===== config.mk =====
export PLATFORM = sky130hd
export DESIGN_NAME = mode_counter
export DESIGN_NICKNAME = d
export VERILOG_FILES = /design/src/rtl/mode_counter_pkg.sv /design/src/rtl/mode_counter_tick.sv /design/src/rtl/mode_counter.sv
export SDC_FILE = /design/constraint.sdc
export NUM_CORES = 1
export LEC_CHECK = 0
export BUFFER_PORTS_ARGS = -buffer_cell sky130_fd_sc_hd__buf_2
export CORE_MARGIN = 5
export CORE_UTILIZATION = 45
export CTS_CLUSTER_DIAMETER = 100
export DETAILED_ROUTE_END_ITERATION = 12
export GPL_ROUTABILITY_DRIVEN = 0
export PLACE_DENSITY = 0.69
export SYNTH_ARGS = -nofsm -noshare
export SYNTH_HDL_FRONTEND = slang
export SYNTH_HIERARCHICAL = 1
export SYNTH_SLANG_ARGS = --single-unit

===== constraint.sdc =====
create_clock -name clk -period 2.9 [get_ports clk]
set_input_delay 0.145 -clock clk [delete_from_list [all_inputs] [get_ports clk]]
set_output_delay 0.145 -clock clk [all_outputs]
set_load 0.005 [all_outputs]

===== src/rtl/mode_counter_pkg.sv =====
// mode_counter_pkg
// Shared definitions for the multi-mode counter: the counting-mode enum,
// the raw 2-bit mode encodings and a decode helper that maps the raw
// `mode` pin value onto the enum.
package mode_counter_pkg;

    typedef enum logic [1:0] {
        MODE_UP       = 2'b00,
        MODE_DOWN     = 2'b01,
        MODE_PINGPONG = 2'b10,
        MODE_ONESHOT  = 2'b11
    } mode_e;

    localparam logic [1:0] MODE_UP_ENC       = 2'b00;
    localparam logic [1:0] MODE_DOWN_ENC     = 2'b01;
    localparam logic [1:0] MODE_PINGPONG_ENC = 2'b10;
    localparam logic [1:0] MODE_ONESHOT_ENC  = 2'b11;

    // Map the raw pin encoding onto the enum. The default arm guards
    // against X/unknown values by falling back to plain up-counting.
    function automatic mode_e decode_mode(input logic [1:0] raw);
        mode_e m;
        case (raw)
            MODE_UP_ENC:       m = MODE_UP;
            MODE_DOWN_ENC:     m = MODE_DOWN;
            MODE_PINGPONG_ENC: m = MODE_PINGPONG;
            MODE_ONESHOT_ENC:  m = MODE_ONESHOT;
            default:           m = MODE_UP;
        endcase
        return m;
    endfunction

endpackage


===== src/rtl/mode_counter_tick.sv =====
// tick_prescaler
// Divides the count enable so that `tick` pulses once every `div`+1
// enabled cycles. The divider advances only while `en` is high and
// holds otherwise; `clr` (driven by the counter load) restarts it.
// Only built when MODE_COUNTER_PRESCALE_EN is defined.
// Ports:
//   clk   - clock, rising edge
//   rst_n - asynchronous active-low reset
//   en    - count enable
//   clr   - synchronous clear of the divider
//   div   - divisor minus one
//   tick  - step enable for the counter (combinational from divider state)
`ifdef MODE_COUNTER_PRESCALE_EN
module tick_prescaler #(
    parameter int PRESCALE_W = 4
) (
    input  logic                  clk,
    input  logic                  rst_n,
    input  logic                  en,
    input  logic                  clr,
    input  logic [PRESCALE_W-1:0] div,
    output logic                  tick
);

    logic [PRESCALE_W-1:0] div_cnt_r;
    logic                  wrap_s;

    // Divider wraps when it has reached the programmed divisor.
    always_comb begin
        wrap_s = (div_cnt_r == div);
    end

    // Tick is issued during the last enabled cycle of each divider period,
    // so the counter steps on the edge that closes that period.
    always_comb begin
        if (clr) begin
            tick = 1'b0;
        end else begin
            tick = en & wrap_s;
        end
    end

    // Divider state: cleared by load, advanced on enabled cycles only.
    always_ff @(posedge clk or negedge rst_n) begin
        if (!rst_n) begin
            div_cnt_r <= {PRESCALE_W{1'b0}};
        end else if (clr) begin
            div_cnt_r <= {PRESCALE_W{1'b0}};
        end else if (en) begin
            if (wrap_s) begin
                div_cnt_r <= {PRESCALE_W{1'b0}};
            end else begin
                div_cnt_r <= div_cnt_r + {{(PRESCALE_W-1){1'b0}}, 1'b1};
            end
        end else begin
            div_cnt_r <= div_cnt_r;
        end
    end

endmodule
`endif


===== src/rtl/mode_counter.sv =====
// mode_counter
// Parametrised multi-mode counter: up, down, ping-pong and one-shot
// counting with synchronous load, registered terminal-count and
// compare-match pulses.
// Build option: define MODE_COUNTER_PRESCALE_EN to place a tick_prescaler
// in front of the step enable; otherwise every enabled cycle is a step
// and `prescale_div` is ignored. The port list is the same either way.
// Ports:
//   clk          - clock, rising edge
//   rst_n        - asynchronous active-low reset
//   en           - count enable
//   mode         - 00 up, 01 down, 10 ping-pong, 11 one-shot
//   load         - synchronous load strobe (beats stepping)
//   load_val     - value taken on load
//   cmp_val      - compare value
//   prescale_div - tick every prescale_div+1 enabled cycles (prescaler build)
//   count        - registered count
//   dir_up       - current counting direction
//   tc_pulse     - registered terminal-count pulse
//   cmp_match    - registered compare-match pulse
//   done         - one-shot has reached the maximum
module mode_counter
    import mode_counter_pkg::*;
#(
    parameter int WIDTH      = 8,
    parameter int PRESCALE_W = 4
) (
    input  logic                  clk,
    input  logic                  rst_n,
    input  logic                  en,
    input  logic [1:0]            mode,
    input  logic                  load,
    input  logic [WIDTH-1:0]      load_val,
    input  logic [WIDTH-1:0]      cmp_val,
    input  logic [PRESCALE_W-1:0] prescale_div,
    output logic [WIDTH-1:0]      count,
    output logic                  dir_up,
    output logic                  tc_pulse,
    output logic                  cmp_match,
    output logic                  done
);

    localparam logic [WIDTH-1:0] ZERO_C = {WIDTH{1'b0}};
    localparam logic [WIDTH-1:0] ONE_C  = {{(WIDTH-1){1'b0}}, 1'b1};
    localparam logic [WIDTH-1:0] MAX_C  = {WIDTH{1'b1}};

    mode_e            mode_s;
    logic             tick_s;
    logic [WIDTH-1:0] count_r;
    logic             dir_r;
    logic             tc_r;
    logic             cmp_r;
    logic [WIDTH-1:0] next_count_s;
    logic             next_dir_s;
    logic             next_tc_s;
    logic             next_cmp_s;
    logic             stepped_s;
    logic [WIDTH-1:0] step_count_s;

`ifdef MODE_COUNTER_PRESCALE_EN
    tick_prescaler #(
        .PRESCALE_W (PRESCALE_W)
    ) u_tick_prescaler (
        .clk   (clk),
        .rst_n (rst_n),
        .en    (en),
        .clr   (load),
        .div   (prescale_div),
        .tick  (tick_s)
    );
`else
    logic unused_prescale_s;

    // Without the prescaler every enabled cycle is a step.
    always_comb begin
        tick_s            = en;
        unused_prescale_s = ^prescale_div;
    end
`endif

    // Decode the raw mode pins.
    always_comb begin
        mode_s = decode_mode(mode);
    end

    // Next-state: load beats tick beats hold. Pulses only come from a
    // real step, so loads and ignored one-shot ticks never raise them.
    always_comb begin
        next_count_s = count_r;
        next_dir_s   = dir_r;
        next_tc_s    = 1'b0;
        next_cmp_s   = 1'b0;
        stepped_s    = 1'b0;
        step_count_s = count_r;
        if (load) begin
            next_count_s = load_val;
            next_dir_s   = 1'b1;
        end else if (tick_s) begin
            case (mode_s)
                MODE_UP: begin
                    stepped_s    = 1'b1;
                    step_count_s = count_r + ONE_C;
                    next_tc_s    = (count_r == MAX_C);
                end
                MODE_DOWN: begin
                    stepped_s    = 1'b1;
                    step_count_s = count_r - ONE_C;
                    next_tc_s    = (count_r == ZERO_C);
                end
                MODE_PINGPONG: begin
                    stepped_s = 1'b1;
                    // Turnaround steps back inward and flips direction
                    // on the same edge.
                    if (dir_r) begin
                        if (count_r == MAX_C) begin
                            step_count_s = MAX_C - ONE_C;
                            next_dir_s   = 1'b0;
                            next_tc_s    = 1'b1;
                        end else begin
                            step_count_s = count_r + ONE_C;
                        end
                    end else begin
                        if (count_r == ZERO_C) begin
                            step_count_s = ONE_C;
                            next_dir_s   = 1'b1;
                            next_tc_s    = 1'b1;
                        end else begin
                            step_count_s = count_r - ONE_C;
                        end
                    end
                end
                MODE_ONESHOT: begin
                    // Parked at MAX: the tick is swallowed.
                    if (count_r != MAX_C) begin
                        stepped_s    = 1'b1;
                        step_count_s = count_r + ONE_C;
                        next_tc_s    = (count_r == (MAX_C - ONE_C));
                    end else begin
                        stepped_s    = 1'b0;
                    end
                end
                default: begin
                    stepped_s    = 1'b0;
                end
            endcase
            next_count_s = step_count_s;
            next_cmp_s   = stepped_s & (step_count_s == cmp_val);
        end else begin
            next_count_s = count_r;
        end
    end

    // State and pulse registers.
    always_ff @(posedge clk or negedge rst_n) begin
        if (!rst_n) begin
            count_r <= ZERO_C;
            dir_r   <= 1'b1;
            tc_r    <= 1'b0;
            cmp_r   <= 1'b0;
        end else begin
            count_r <= next_count_s;
            dir_r   <= next_dir_s;
            tc_r    <= next_tc_s;
            cmp_r   <= next_cmp_s;
        end
    end

    // Outputs: direction is fixed by mode except in ping-pong, where the
    // retained direction register is shown.
    always_comb begin
        case (mode_s)
            MODE_UP:       dir_up = 1'b1;
            MODE_DOWN:     dir_up = 1'b0;
            MODE_PINGPONG: dir_up = dir_r;
            MODE_ONESHOT:  dir_up = 1'b1;
            default:       dir_up = 1'b1;
        endcase
        count     = count_r;
        tc_pulse  = tc_r;
        cmp_match = cmp_r;
        done      = (mode_s == MODE_ONESHOT) && (count_r == MAX_C);
    end

endmodule

==> flow_summary.toml, run 1 <==
[outcome]
status = "finished clean"

[global_routing]
grt_max_degree = 18
grt_pass1_wl_mm = 6.32
track_usage_pct = 18.9
grt_pass1_vias = 1399
grt_overflow_total = 0
grt_antenna_before_repair = 0

[timing]
setup_viol = 0
fin_hold_ws_ns = 0.0638
slew-limit-headroom_pct = 68.2
period_share_pct = 92.1
fin_tns_setup_ns = 0
period_minus_slack_ns = 2.67
fin_ws_ns = 0.231
clock_skew_ns = 0.00278
hold_viol_final = 0
tightest_slew_ns = 0.477
rsz0062_at_grt = "no"
fmax_mhz = 375
maxSlewViolCount = 0

[synthesis]
syn_inst = 174
synth_seq_cells = 11
yosysSeqAreaShare_pct = 20.8
synth_edf_count = 0
synth_area_per_cell_um2 = 7.62
async_flop_share_pct = 100
syn-num-nets = 209
yosysUniqueCellTypes = 51
ys_warn_count = 6
synthFlopType = "dfrtp_1"
synth_area_um2 = 1330

[place]
portBuffers = 33
dp_hpwl_mm = 2.86
place_ws_ns = 0.290

[setup_path]
crit_slowest_cell = "or4b_4"
reg2reg_depth = 8
critPathKind = "reg -> reg"
max_stage_delay_ns = 0.47
path_cells = "inv_1, ha_1, or4b_4, o221a_4, a221o_1, a221oi_2, xor2_1, and4_1"
path_max_fanout = 6
worstPathRequired_ns = 3.11
worstSetupEndpointType = "flip-flop"
r2r-start = "count[0]"
startpoint_type = "flip-flop"
r2r_slack_ns = 0.23
critPathArrivalTime_ns = 2.88
r2r-end = "cmp_match"

[min_path]
hold_start = "load_val[6]"
whs_path_depth = 2
whs_endpoint = "count[6]"
hp-class = "in -> reg"

[final_layout]
drive_gt1_share_pct = 27.8
layout_common_cells = "buf_2, nand2_1, o21ai_0, nor2_1, a21oi_1"
final_common_cell = "buf_2"
fin_nets = 245
area_growth_pct = 19.3
diodes = 0

[floorplanning]
fp.dieW_um = 64.3
ios = 38
core-area_um2 = 2780
row_count = 19
die_height_um = 64.3
initial_core_util_pct = 47.7
dieArea_um2 = 4130

[cts]
clkSlewWorstSetupHoldPaths_ns = 0.08
htree_num_levels = 1
clk_latency_ns = 0.28
cts_tree = "done"
root_buffer = "clkbuf_4"
cts_made_buffers = 3
cts_setup_buffers = 0
ctsLongestPathBuffers = 2
cts_sinks = 11

[route]
wl_mm = 3.77
drtIter0Drc = 77
detail_route.vias_per_cell = 6.09
drtAntennaViolNets = 0
drc = 0
num_vias = 1461
wire_per_inst_um = 15.7
first_pass_iters = 5

[job]
drv_cap = 0

[power]
leakage_nw = 0.745
ir_worst_vdd_uv = 291
power_density_nw_per_um2 = 358
[worst max-delay path: cells and delay by family, from the launching register on]
kind	cells	cell delay, ns
compound gates	3	0.97
xor+xnor	1	0.17
fa+ha+maj	1	0.19
buf+inv	1	0.19
flops	1	0.39
simple gates	2	0.68
[worst max-delay path by stage]
stage | start | endpoint | cells after the start
4_1_cts | count[0] | cmp_match | 8
6_report | count[0] | cmp_match | 8
3_3_place_gp | count[0] | cmp_match | 8
5_1_grt | count[0] | cmp_match | 12
3_5_place_dp | count[0] | cmp_match | 8
2_1_floorplan | count[1] | cmp_match | 9
[repair_timing]
action / in CTS / in global routing
gates resized for setup: 0 / 0
hold buffers: 1 / 0
hold endpoints to repair: 11 / 0
[kinds of logic (layout without fill, tap and decap cells)]
logic type | after synthesis | count (layout) | share of synthesized area (%)
AO/OA/AOI/OAI | 55 | 55 | 28.4
XOR/XNOR | 11 | 11 | 7.26
adder cells (fa/ha/maj) | 9 | 9 | 8.49
buffers and inverters | 22 | 57 | 6.98
flip-flops | 11 | 11 | 20.8
multiplexers | 6 | 6 | 4.62
AND/OR/NAND/NOR | 60 | 60 | 23.4
[routing by layer]
| layer | vias to the layer above | GRT usage [%] | part of all wire, % |
|---|---|---|---|
| li1 | 706 | - | - |
| met5 | - | 0 | 0 |
| met4 | 0 | 7.89 | 1.5 |
| met2 | 76 | 28.9 | 46 |
| met3 | 9 | 3.50 | 8.4 |
| met1 | 670 | 25.9 | 44 |
[layout make-up]
| cell class | count | area [um2] |
|---|---|---|
| inverter | 9 | 33.8 |
| sequential | 11 | 277 |
| fill | 268 | 1200 |
| multi-input combinational | 141 | 957 |
| clock buffer | 4 | 26.3 |
| timing repair buffer | 44 | 250 |
| tap | 31 | 38.8 |
[sequential cells by signal (all words and copies together), names as in the netlist]
| register | flops |
|---|---|
| dir_r | 1 |
| cmp_match | 1 |
| tc_pulse | 1 |
| count | 8 |
[cell usage after synthesis, drive strengths merged (2+ instances only)]
cell type / count / area [um2]
clkbuf: 8 / 30.0
dfrtp: 10 / 250
a211o: 4 / 38.8
buf: 5 / 28.8
xnor2: 3 / 26.3
nand3: 3 / 15.0
a21o: 2 / 16.3
xor2: 8 / 70.1
a21oi: 11 / 55.1
o31ai: 2 / 15.0
mux2i: 5 / 50.1
nor2: 12 / 45.0
or3: 2 / 12.5
o22ai: 2 / 12.5
ha: 9 / 113
nand4: 4 / 25.0
nor3: 7 / 35.0
a31oi: 2 / 12.5
nand2: 18 / 67.6
o21ai: 18 / 90.1
a221oi: 2 / 23.8
nand2b: 2 / 12.5
inv: 9 / 33.8
nor4: 3 / 18.8
o311ai: 3 / 26.3
[stage by stage]
stage	utilization [%]	total power [W]	area (um2)	instances
final	56.9	0.000567	1580	240
after global routing	56.9	0.000617	1580	240
after CTS	56.9	0.000565	1580	240
after detailed placement	55.6	0.000450	1550	235
after global placement	55.6	0.000441	1550	235
after floorplan	-	0.000366	1330	174
[report_power, final]
group	total, W	internal (W)	leakage (nW)	switching, W
sequential	0.000194	0.000166	0.135	0.0000279
combinational	0.000258	0.000118	0.595	0.000141
clock	0.000115	0.0000534	0.0150	0.0000614
Note: power is estimated with default switching activity, not from simulation.
==> inputs of run 2 (changes only) <==
- BUFFER_PORTS_ARGS: -buffer_cell sky130_fd_sc_hd__buf_2 -> -buffer_cell sky130_fd_sc_hd__clkbuf_2
- CORE_UTILIZATION: 45 -> 52
- PLACE_DENSITY: 0.69 -> 0.8
==> run 2 against run 1 <==
Effect of this change:
- clock power hardly changed
- hold slack better by 0.0078 ns
- flip-flop and latch count stayed put
- sequential power is 3% higher
- global-route usage is 3.8 points higher
- fmax is 1.1% higher
- setup slack better by 0.030 ns
- sequential share of layout area is 0.25 points higher
- largest cell class unchanged
==> flow_summary.toml, run 2 (synthesized netlist as in run 1, its figures left out) <==
[floorplanning]
initial_core_util_pct = 54.0
die_height_um = 60.5
row_count = 18
core-area_um2 = 2450
fp.dieW_um = 60.5
dieArea_um2 = 3660
ios = 38

[route]
drtAntennaViolNets = 0
drc = 0
first_pass_iters = 4
wire_per_inst_um = 15.6
detail_route.vias_per_cell = 6.21
num_vias = 1471
drtIter0Drc = 95
wl_mm = 3.71

[timing]
setup_viol = 0
maxSlewViolCount = 0
tightest_slew_ns = 0.474
fin_tns_setup_ns = 0
period_share_pct = 91.0
period_minus_slack_ns = 2.64
rsz0062_at_grt = "no"
fin_hold_ws_ns = 0.0716
hold_viol_final = 0
fin_ws_ns = 0.260
slew-limit-headroom_pct = 68.0
clock_skew_ns = 0.00315
fmax_mhz = 379

[place]
portBuffers = 33
dp_hpwl_mm = 2.89
postPlaceCellArea_um2 = 1530
place_ws_ns = 0.239

[setup_path]
path_max_fanout = 6
crit_slowest_cell = "dfrtp_1"
critPathArrivalTime_ns = 2.85
crit_family = "simple AND/OR/NAND/NOR gates"
startpoint_type = "flip-flop"
path_cells = "ha_1, nand3_1, nor2_1, inv_1, ha_1, nor2_1, a2bb2oi_1, o21ai_0, xor2_1, nor4_1, and4_1"
max_stage_delay_ns = 0.44
worstSetupEndpointType = "flip-flop"
critPathBufInv = 1
worstPathRequired_ns = 3.11
critPathKind = "reg -> reg"

[job]
drv_cap = 0

[final_layout]
layout_common_cells = "clkbuf_2, nand2_1, o21ai_0, nor2_1, a21oi_1"
largest_register_ffs = 8
diodes = 0
stdcell_area_um2 = 1570
drive_gt1_share_pct = 27.5
area_growth_pct = 18.2
final_common_cell = "clkbuf_2"
fin_nets = 243

[global_routing]
grt_pass1_wl_mm = 6.31
track_usage_pct = 22.7
grt_antenna_before_repair = 0
grt_max_degree = 18
grt_overflow_total = 0
grt_pass1_vias = 1399

[cts]
ctsLongestPathBuffers = 2
clk_latency_ns = 0.27
htree_num_levels = 1
clkSlewWorstSetupHoldPaths_ns = 0.08
root_buffer = "clkbuf_4"
cts_sinks = 11
cts_made_buffers = 3
cts_tree = "done"

[outcome]
status = "finished clean"

[power]
ir_worst_vdd_uv = 327
power_density_nw_per_um2 = 359
power.total_w = 0.000562
leakage_nw = 0.737

[min_path]
hp-class = "in -> reg"
## run 2: cell count changes in the layout (fill, tap and decap cells not counted)
| cell | previous run | this run |
|---|---|---|
| buf_4 | 10 | 8 |
| dfrtp_2 | 0 | 1 |
| dfrtp_1 | 10 | 9 |
| clkbuf_2 | 0 | 33 |
| buf_2 | 33 | 0 |
## run 2: report_power, final
group | switching (W) | leakage, nW | internal (W)
clock | 0.0000586 | 0.0150 | 0.0000533
sequential | 0.0000332 | 0.134 | 0.000167
combinational | 0.000134 | 0.588 | 0.000116
## run 2: path summary, 6_finish.rpt
kind	start	endpoint	slack, ns	depth (start not counted)
max	count[1]	cmp_match	0.26	11
min	load_val[6]	count[6]	0.07	2
max reg2reg	count[1]	cmp_match	0.26	11
min reg2reg	dir_r	dir_r	0.70	2
max in group asynchronous	rst_n	dir_r	2.33	2
min in group asynchronous	rst_n	count[5]	0.28	2
## run 2: per-stage QoR
step / cells / util, %
after CTS: 237 / 63.8
final: 237 / 63.9
after global placement: 232 / 62.3
after global routing: 237 / 63.9
after detailed placement: 232 / 62.3
after floorplan: 174 / -
## run 2: worst register-to-register path, delay by kind of cell (launching register included)
family | cells | cell delay (ns)
XOR/XNOR | 1 | 0.20
flip-flops | 1 | 0.44
adder cells (fa/ha/maj) | 2 | 0.57
buffers and inverters | 1 | 0.11
AND/OR/NAND/NOR | 5 | 0.89
AO/OA/AOI/OAI | 2 | 0.37
## run 2: timing repair
action,in CTS,in global routing
setup buffers,0,0
resized for setup,0,1
endpoints found under the setup margin,0,1
hold buffers,1,0
endpoints found under the hold margin,10,0
## run 2: final cells by class
type	count	area, um2
well taps	30	37.5
inverters	9	33.8
fillers	210	887
repair buffers	42	235
flip-flops and latches	11	278
multi-input cells	141	957
clock buffers	4	26.3
## run 2: per-layer routing
layer  routed length, um  share of wire [%]  vias up  GRT usage [%]
li1                    -                  -      704              -
met1                1550                 42      684           30.9
met2                1820                 49       77           37.5
met3                 303                8.2        6           2.34
met4                  37                1.0        0           8.36
met5                   0                  0        -              0
